--- src/rtl/keypad_sequencer.sv ---
// Keypad front end for the calculator: debounces and validates the raw 4x4 matrix code,
// classifies each press and sequences operand-X / operand-Y / operator loads.
module keypad_sequencer #(
    parameter int DEBOUNCE_CYCLES = 4,
    parameter int CNT_W           = 3
) (
    input  logic       clk,
    input  logic       rst,
    input  logic [7:0] key_raw,
    input  logic       done,
    output logic [7:0] key,
    output logic       startX,
    output logic       startY,
    output logic       startS,
    output logic       err,
    output logic [1:0] state
);

    localparam logic [CNT_W-1:0] CNT_DONE = CNT_W'(DEBOUNCE_CYCLES);
    localparam logic [7:0] CODE_CLEAR    = 8'h18;
    localparam logic [7:0] CODE_RESERVED = 8'h12;

    typedef enum logic [1:0] {
        WAIT_X = 2'd0,
        WAIT_Y = 2'd1,
        WAIT_S = 2'd2,
        BUSY   = 2'd3
    } state_t;

    // Debounce front end
    logic [CNT_W-1:0] cnt_reg, cnt_next;
    logic [7:0]       last_reg;
    logic             armed_reg;
    logic             evt_reg;
    logic [7:0]       evt_code_reg;
    logic             code_valid, code_zero, code_stable;
    logic             press_fire, rearm;

    always_comb begin
        code_zero   = (key_raw == 8'h00);
        code_valid  = $onehot(key_raw[7:4]) && $onehot(key_raw[3:0]);
        code_stable = (key_raw == last_reg);
        cnt_next    = '0;
        // Invalid codes leave the counter at zero; valid or idle inputs count up and saturate.
        if (code_valid || code_zero) begin
            if (!code_stable)
                cnt_next = CNT_W'(1);
            else if (cnt_reg == CNT_DONE)
                cnt_next = cnt_reg;
            else
                cnt_next = cnt_reg + 1'b1;
        end
        press_fire = armed_reg && code_valid && (cnt_next == CNT_DONE);
        rearm      = !armed_reg && code_zero && (cnt_next == CNT_DONE);
    end

    always_ff @(posedge clk) begin
        if (rst) begin
            cnt_reg      <= '0;
            last_reg     <= 8'h00;
            armed_reg    <= 1'b1;
            evt_reg      <= 1'b0;
            evt_code_reg <= 8'h00;
        end else begin
            cnt_reg  <= cnt_next;
            last_reg <= key_raw;
            evt_reg  <= press_fire;
            if (press_fire) begin
                evt_code_reg <= key_raw;
                armed_reg    <= 1'b0;
            end else if (rearm) begin
                armed_reg <= 1'b1;
            end
        end
    end

    // Classification of the accepted code; column 3 is bit 0 of the column field.
    logic is_op, is_clear, is_digit;

    always_comb begin
        is_op    = evt_code_reg[0];
        is_clear = (evt_code_reg == CODE_CLEAR);
        is_digit = !is_op && !is_clear && (evt_code_reg != CODE_RESERVED);
    end

    // Sequencer FSM
    state_t     state_reg, state_next;
    logic [7:0] key_reg, key_next;
    logic       start_x_reg, start_x_next;
    logic       start_y_reg, start_y_next;
    logic       start_s_reg, start_s_next;
    logic       err_reg, err_next;

    always_ff @(posedge clk) begin
        if (rst) begin
            state_reg   <= WAIT_X;
            key_reg     <= 8'h00;
            start_x_reg <= 1'b0;
            start_y_reg <= 1'b0;
            start_s_reg <= 1'b0;
            err_reg     <= 1'b0;
        end else begin
            state_reg   <= state_next;
            key_reg     <= key_next;
            start_x_reg <= start_x_next;
            start_y_reg <= start_y_next;
            start_s_reg <= start_s_next;
            err_reg     <= err_next;
        end
    end

    always_comb begin
        state_next = state_reg;
        if (evt_reg && is_clear) begin
            state_next = WAIT_X;
        end else begin
            case (state_reg)
                WAIT_X:  if (evt_reg && is_digit) state_next = WAIT_Y;
                WAIT_Y:  if (evt_reg && is_digit) state_next = WAIT_S;
                WAIT_S:  if (evt_reg && is_op)    state_next = BUSY;
                BUSY:    if (done)                state_next = WAIT_X;
                default: state_next = WAIT_X;
            endcase
        end
    end

    always_comb begin
        key_next     = key_reg;
        start_x_next = 1'b0;
        start_y_next = 1'b0;
        start_s_next = 1'b0;
        err_next     = 1'b0;
        if (evt_reg) begin
            if (is_clear) begin
                key_next = 8'h00;
            end else begin
                // Presses during BUSY are swallowed silently.
                case (state_reg)
                    WAIT_X: begin
                        if (is_digit) begin
                            key_next     = evt_code_reg;
                            start_x_next = 1'b1;
                        end else if (is_op) begin
                            err_next = 1'b1;
                        end
                    end
                    WAIT_Y: begin
                        if (is_digit) begin
                            key_next     = evt_code_reg;
                            start_y_next = 1'b1;
                        end else if (is_op) begin
                            err_next = 1'b1;
                        end
                    end
                    WAIT_S: begin
                        if (is_op) begin
                            key_next     = evt_code_reg;
                            start_s_next = 1'b1;
                        end else if (is_digit) begin
                            err_next = 1'b1;
                        end
                    end
                    default: ;
                endcase
            end
        end
    end

    assign key    = key_reg;
    assign startX = start_x_reg;
    assign startY = start_y_reg;
    assign startS = start_s_reg;
    assign err    = err_reg;
    assign state  = state_reg;

endmodule
--- config.mk ---
export PLATFORM = sky130hd
export DESIGN_NAME = keypad_sequencer
export DESIGN_NICKNAME = d
export VERILOG_FILES = /design/src/rtl/keypad_sequencer.sv
export SDC_FILE = /design/constraint.sdc
export NUM_CORES = 1
export LEC_CHECK = 0
export ABC_AREA = 1
export CAP_MARGIN = 20
export CELL_PAD_IN_SITES_DETAIL_PLACEMENT = 0
export CELL_PAD_IN_SITES_GLOBAL_PLACEMENT = 2
export CORE_AREA = 4 4 91 93
export DETAILED_ROUTE_END_ITERATION = 6
export DIE_AREA = 0 0 95 97
export PLACE_DENSITY = 0.77
export SLEW_MARGIN = 40
export SYNTH_ARGS = -nofsm -noshare
export SYNTH_HDL_FRONTEND = slang
export SYNTH_SLANG_ARGS = --single-unit
--- constraint.sdc ---
create_clock -name clk -period 2.45 [get_ports clk]
set_input_delay 0.3675 -clock clk [delete_from_list [all_inputs] [get_ports clk]]
set_output_delay 0.3675 -clock clk [all_outputs]
set_load 0.02 [all_outputs]
==> results <==
- The run finished with clean final reports.
- The library cell occupying the most area in the post-synthesis netlist is sky130_fd_sc_hd__dfxtp_1.
- The repair_antennas step left the layout with diodes totalling 0.
- Setup repair after global routing left no endpoint under its margin.
- STA classifies the critical path endpoint as a flop.
- Compared with the post-synthesis result, the final layout area differs by 34.3%.
- Along the worst hold path, the cell count comes to 4.
- The worst register-to-register path ends at state[0].
- The share of total power consumed by net switching is 23.0%.
- The synthesized area divided by synthesized cell count is 6.64 um^2.
- The final layout net count is between 300 and 400.
- The count of flip-flops with a built-in enable after synthesis is 0.
- For this run, the detailed router's first-pass iteration total came to 4.
- The ratio of cells with drive above 1 in the final layout is a little under a fifth.
- The maximum achievable frequency is roughly 0.43 GHz.
- The most instantiated library cell after synthesis is sky130_fd_sc_hd__nand2_1.
- Summing the areas of all and, or, nand and nor instances in the mapped netlist gives 38.6% of the synthesized area.
- Across the routed clock network, the largest skew measured is around 0.0064 ns.
- The adder and majority gate portion of the synthesized area is under 10%.
- Summing the sequential cell areas from Yosys gives 35.2% of the chip area.
- For this run, design rule violations remaining after detail routing come to 0.
- Row generation in the floorplan step produced 32 rows.
- Entering global routing, the biggest net connects 14 pins.
- The area of the die is 9220 um^2.
- The buffer type at the clock tree root is sky130_fd_sc_hd__clkbuf_8.
- With fillers left out, the area of the finished cells amounts to 2670 um^2.
- Among all flip-flop cells after synthesis, the most frequent one is sky130_fd_sc_hd__dfxtp_1.
- The share of total power dissipated in the clock network is around 46%.
- The cell depth of the worst flop-to-flop path is 7.
- The instance area after placement is 2460 um^2.
- The core region is roughly 7500 um^2.
- Measured along the x axis, the die boundary spans 95 um.
- The end point of the worst hold path is last_reg[7].
- Synthesis produced a netlist whose cell count is 300.
- The initial antenna violation count was 0.
- For met3 alone, demand over resource in global routing was under 10%.
- Across all register-to-register paths, the minimum setup slack is about 0.80 ns.
- The largest family of logic cells by synthesized area is simple AND/OR/NAND/NOR gates.
- The commonest cells after synthesis are sky130_fd_sc_hd__nand2_1 (78), sky130_fd_sc_hd__inv_1 (55), sky130_fd_sc_hd__nor2_1 (49), sky130_fd_sc_hd__dfxtp_1 (35), sky130_fd_sc_hd__nand4_1 (19).
- The vias per cell is around 4.0.
- The count of nets left with antenna violations after detail routing is 0.
- The number of sinks handled by clock tree synthesis is 35.
- The synthesized cell area is between 1500 and 2000 um^2.
- The internal power summed over all cells is around 1.1 mW.
- The clock-pin slew of the registers on the worst-case setup and hold paths is ~0.07 ns.
- The portion of total power attributed to sequential cells is between 40% and 50%.
- The Yosys step of the flow raised 0 warnings.
- After layout, the minimum clock period comes to 2.32 ns.
- The worst path meets setup with 0.127 ns of slack.
- Cells fill between 30% and 40% of the core in the end.
- During I/O placement, the number of pins put on the boundary was 25.
- The startpoint of the most critical hold path is key_raw[7].
- The met1 track demand over resource is between 10% and 20%.
- The first routing iteration left 44 violations.
- The H-tree was split into 2 levels.
- The worst setup timing slack at the placement stage is -0.793 ns.
- For this design the static power due to leakage is about 1.3 nW.
- After synthesis, the cell types taking the most area are sky130_fd_sc_hd__dfxtp_1 (35%), sky130_fd_sc_hd__nand2_1 (15%), sky130_fd_sc_hd__inv_1 (10%).
- The combinational cell fraction of total power is about an eighth.
- After synthesis, the share of flip-flops with an asynchronous set or reset is 0%.
- When the netlist entered floorplanning its net count stood at 325.
- The count of cell types in the netlist is 25.
- The first-pass GRT wire length is between 7 and 8 mm.
- Of all nets on the critical path, the largest fanout is 6.
- After global routing the overflow that remains totals 0.
- The remaining max-slew budget at the tightest pin is between 70% and 80%.
- The wire-length estimate of the detail-placed layout is 3.35 mm.
- TritonCTS built the clock tree.
- Buffers inserted during clock tree synthesis total 5.
- The via count of the first global-routing pass is 1,656.
- In this run the critical register-to-register path is launched from state[0].
- The final routed wire length divided by cell count is ~9.4 um.
- The worst endpoint data arrival time is between 2 and 3 ns.
- The post-route clock period utilization is approximately 95%.
- Summing the areas of all compound-gate instances in the mapped netlist gives approximately 2.8% of the synthesized area.
- The total length of routed wires is roughly 4.2 mm.
- Port buffering added 24 buffers.
- The area share of the leading cell type in the synthesized netlist is a little over a third.
- Dividing total power by cell area gives a power density of between 500 and 600 nW/um^2.
- The xor-xnor portion of the synthesized cell area is less than 1%.
- The total power is between 1 and 1.5 mW.
- For this run, the total global-route usage over all layers was measured as ~10%.
- The required time of the critical path is between 2 and 3 ns.
- The tightest min-delay check is of the input port to flop type.
- The maximum ir drop on the vdd rail is about 0.30 mV.
- Counting flops and latches in the post-synthesis netlist gives 35.
- The setup path with the least slack is of type input port to flop.
- The number of pins exceeding their max-slew limit in the final report was 0.
- The share of synthesized area spent on multiplexers is 0%.
- The global routing stage identified its most utilized layer as met2.
- The starting utilization of the core area is about a quarter.
- For the worst-skew pair, the clock arrives at the later sink with an insertion delay of roughly 0.29 ns.
- The slew at the pin closest to its max-slew limit is roughly 0.44 ns.
- The number of maximum-capacitance constraint violations is 0.
- STA classifies the critical path startpoint as an input port.
- The number of buffers on the longest clock path is 2.
- The congestion estimate from routability-driven global placement came to 0.757.
- The number of endpoints with negative hold slack in the final report is 0.
- The net switching power is 316 uW.
- The setup-violating endpoint count in the final report is 0.
- The die outline height is 97 um.
- The met2 layer usage reported by global route is around 16%.
- The detailed router placed roughly 1,800 vias in this run.
-- worst max-delay path by stage --
stage                from              end  slack, ns  depth (start not counted)
6_report       key_raw[0]        armed_reg       0.13                         17
3_5_place_dp   key_raw[4]  evt_code_reg[0]      -0.79                         17
3_3_place_gp   key_raw[4]  evt_code_reg[0]      -0.76                         17
2_1_floorplan  key_raw[4]        armed_reg      -0.01                         16
5_1_grt        key_raw[4]        armed_reg      0.007                         17
4_1_cts        key_raw[5]        armed_reg      0.007                         17
-- worst max-delay path, stage by stage --
cell and delay, ns:
sky130_fd_sc_hd__clkdlybuf4s15_2 0.19, sky130_fd_sc_hd__inv_2 0.04, sky130_fd_sc_hd__fa_1 0.48, sky130_fd_sc_hd__inv_2 0.05, sky130_fd_sc_hd__ha_4 0.15, sky130_fd_sc_hd__ha_4 0.23, sky130_fd_sc_hd__nor2_2 0.09, sky130_fd_sc_hd__nand3_2 0.09
sky130_fd_sc_hd__nand2_2 0.07, sky130_fd_sc_hd__inv_1 0.04, sky130_fd_sc_hd__nor2_1 0.10, sky130_fd_sc_hd__nand2_2 0.09, sky130_fd_sc_hd__nor2_4 0.16, sky130_fd_sc_hd__buf_6 0.14, sky130_fd_sc_hd__nand4_1 0.09, sky130_fd_sc_hd__nand2_1 0.10
sky130_fd_sc_hd__inv_1 0.04
-- cell families after synthesis --
family                     Yosys count
adders and majority gates           14
buffers and inverters               68
and+or+nand+nor                    172
DFF                                 35
AOI/OAI and AO/OA                   10
xor gates and xnor gates             1
-- layout make-up --
type | count | area, um^2
inverter | 63 | 236
timing repair buffer | 45 | 397
multi-input combinational | 197 | 1080
sequential | 35 | 701
fill | 843 | 4850
clock inverter | 3 | 67.6
tap | 102 | 128
clock buffer | 5 | 68.8
-- per-layer routing --
metal	up-vias	part of all wire (%)	wire, um
met5	-	0	0
met4	0	1.6	69
met3	5	4.7	197
met2	24	47	1980
met1	766	47	1980
li1	1005	-	-
-- power by group through the flow --
stage,Combinational (mW),Sequential (mW),Clock [mW]
2_1_floorplan,0.0856,0.593,0
3_3_place_gp,0.154,0.594,0
3_5_place_dp,0.154,0.594,0
4_1_cts,0.163,0.581,0.653
5_1_grt,0.195,0.581,0.672
6_report,0.169,0.581,0.627
-- cells in the final DEF, fill, tap and decap left out --
cell type                         netlist  routed
sky130_fd_sc_hd__clkdlybuf4s50_1        0      18
sky130_fd_sc_hd__inv_1                 55      54
sky130_fd_sc_hd__ha_4                   0       3
sky130_fd_sc_hd__nand2_2                4       5
sky130_fd_sc_hd__nand2_1               78      77
sky130_fd_sc_hd__inv_2                  8       9
sky130_fd_sc_hd__nor3_1                 7       7
sky130_fd_sc_hd__bufinv_16              0       2
sky130_fd_sc_hd__a221oi_1               1       1
sky130_fd_sc_hd__nand2_4                1       1
sky130_fd_sc_hd__nor2_2                 3       5
sky130_fd_sc_hd__o211ai_1               1       1
sky130_fd_sc_hd__nand3b_1               1       1
sky130_fd_sc_hd__buf_6                  1       2
sky130_fd_sc_hd__buf_12                 0       1
sky130_fd_sc_hd__clkdlybuf4s15_2        0       1
sky130_fd_sc_hd__clkbuf_8               0       5
sky130_fd_sc_hd__ha_1                  12       8
sky130_fd_sc_hd__a21oi_1                5       5
sky130_fd_sc_hd__clkbuf_2               0       3
sky130_fd_sc_hd__nand3_2                0       1
sky130_fd_sc_hd__nand4_1               19      19
sky130_fd_sc_hd__buf_2                  0       1
sky130_fd_sc_hd__clkinvlp_4             0       1
sky130_fd_sc_hd__nor2_1                49      47
sky130_fd_sc_hd__ha_2                   0       1
sky130_fd_sc_hd__nand3_1                7       6
sky130_fd_sc_hd__fa_1                   2       2
sky130_fd_sc_hd__xor2_1                 1       1
sky130_fd_sc_hd__o21ai_0                3       3
sky130_fd_sc_hd__buf_4                  1      19
sky130_fd_sc_hd__nand3_4                1       1
sky130_fd_sc_hd__dfxtp_1               35      35
sky130_fd_sc_hd__nor2_4                 2       2
-- repair_timing --
| action | CTS | global route |
|---|---|---|
| hold buffers | 0 | 0 |
| setup buffers | 5 | 0 |
| pin swaps | 10 | 10 |
| resized for setup | 22 | 11 |
| setup endpoints to repair | 10 | 10 |
-- metrics by stage --
| stage | hold slack (ns) | instances | TNS (ns) |
|---|---|---|---|
| 4_1_cts | 0.466 | 450 | 0 |
| 2_1_floorplan | 0.485 | 300 | -0.0124 |
| 3_3_place_gp | 0.463 | 437 | -7.86 |
| 5_1_grt | 0.445 | 450 | 0 |
| 6_report | 0.427 | 450 | 0 |
| 3_5_place_dp | 0.471 | 437 | -8.32 |
Power figures use the tool's default switching activity.
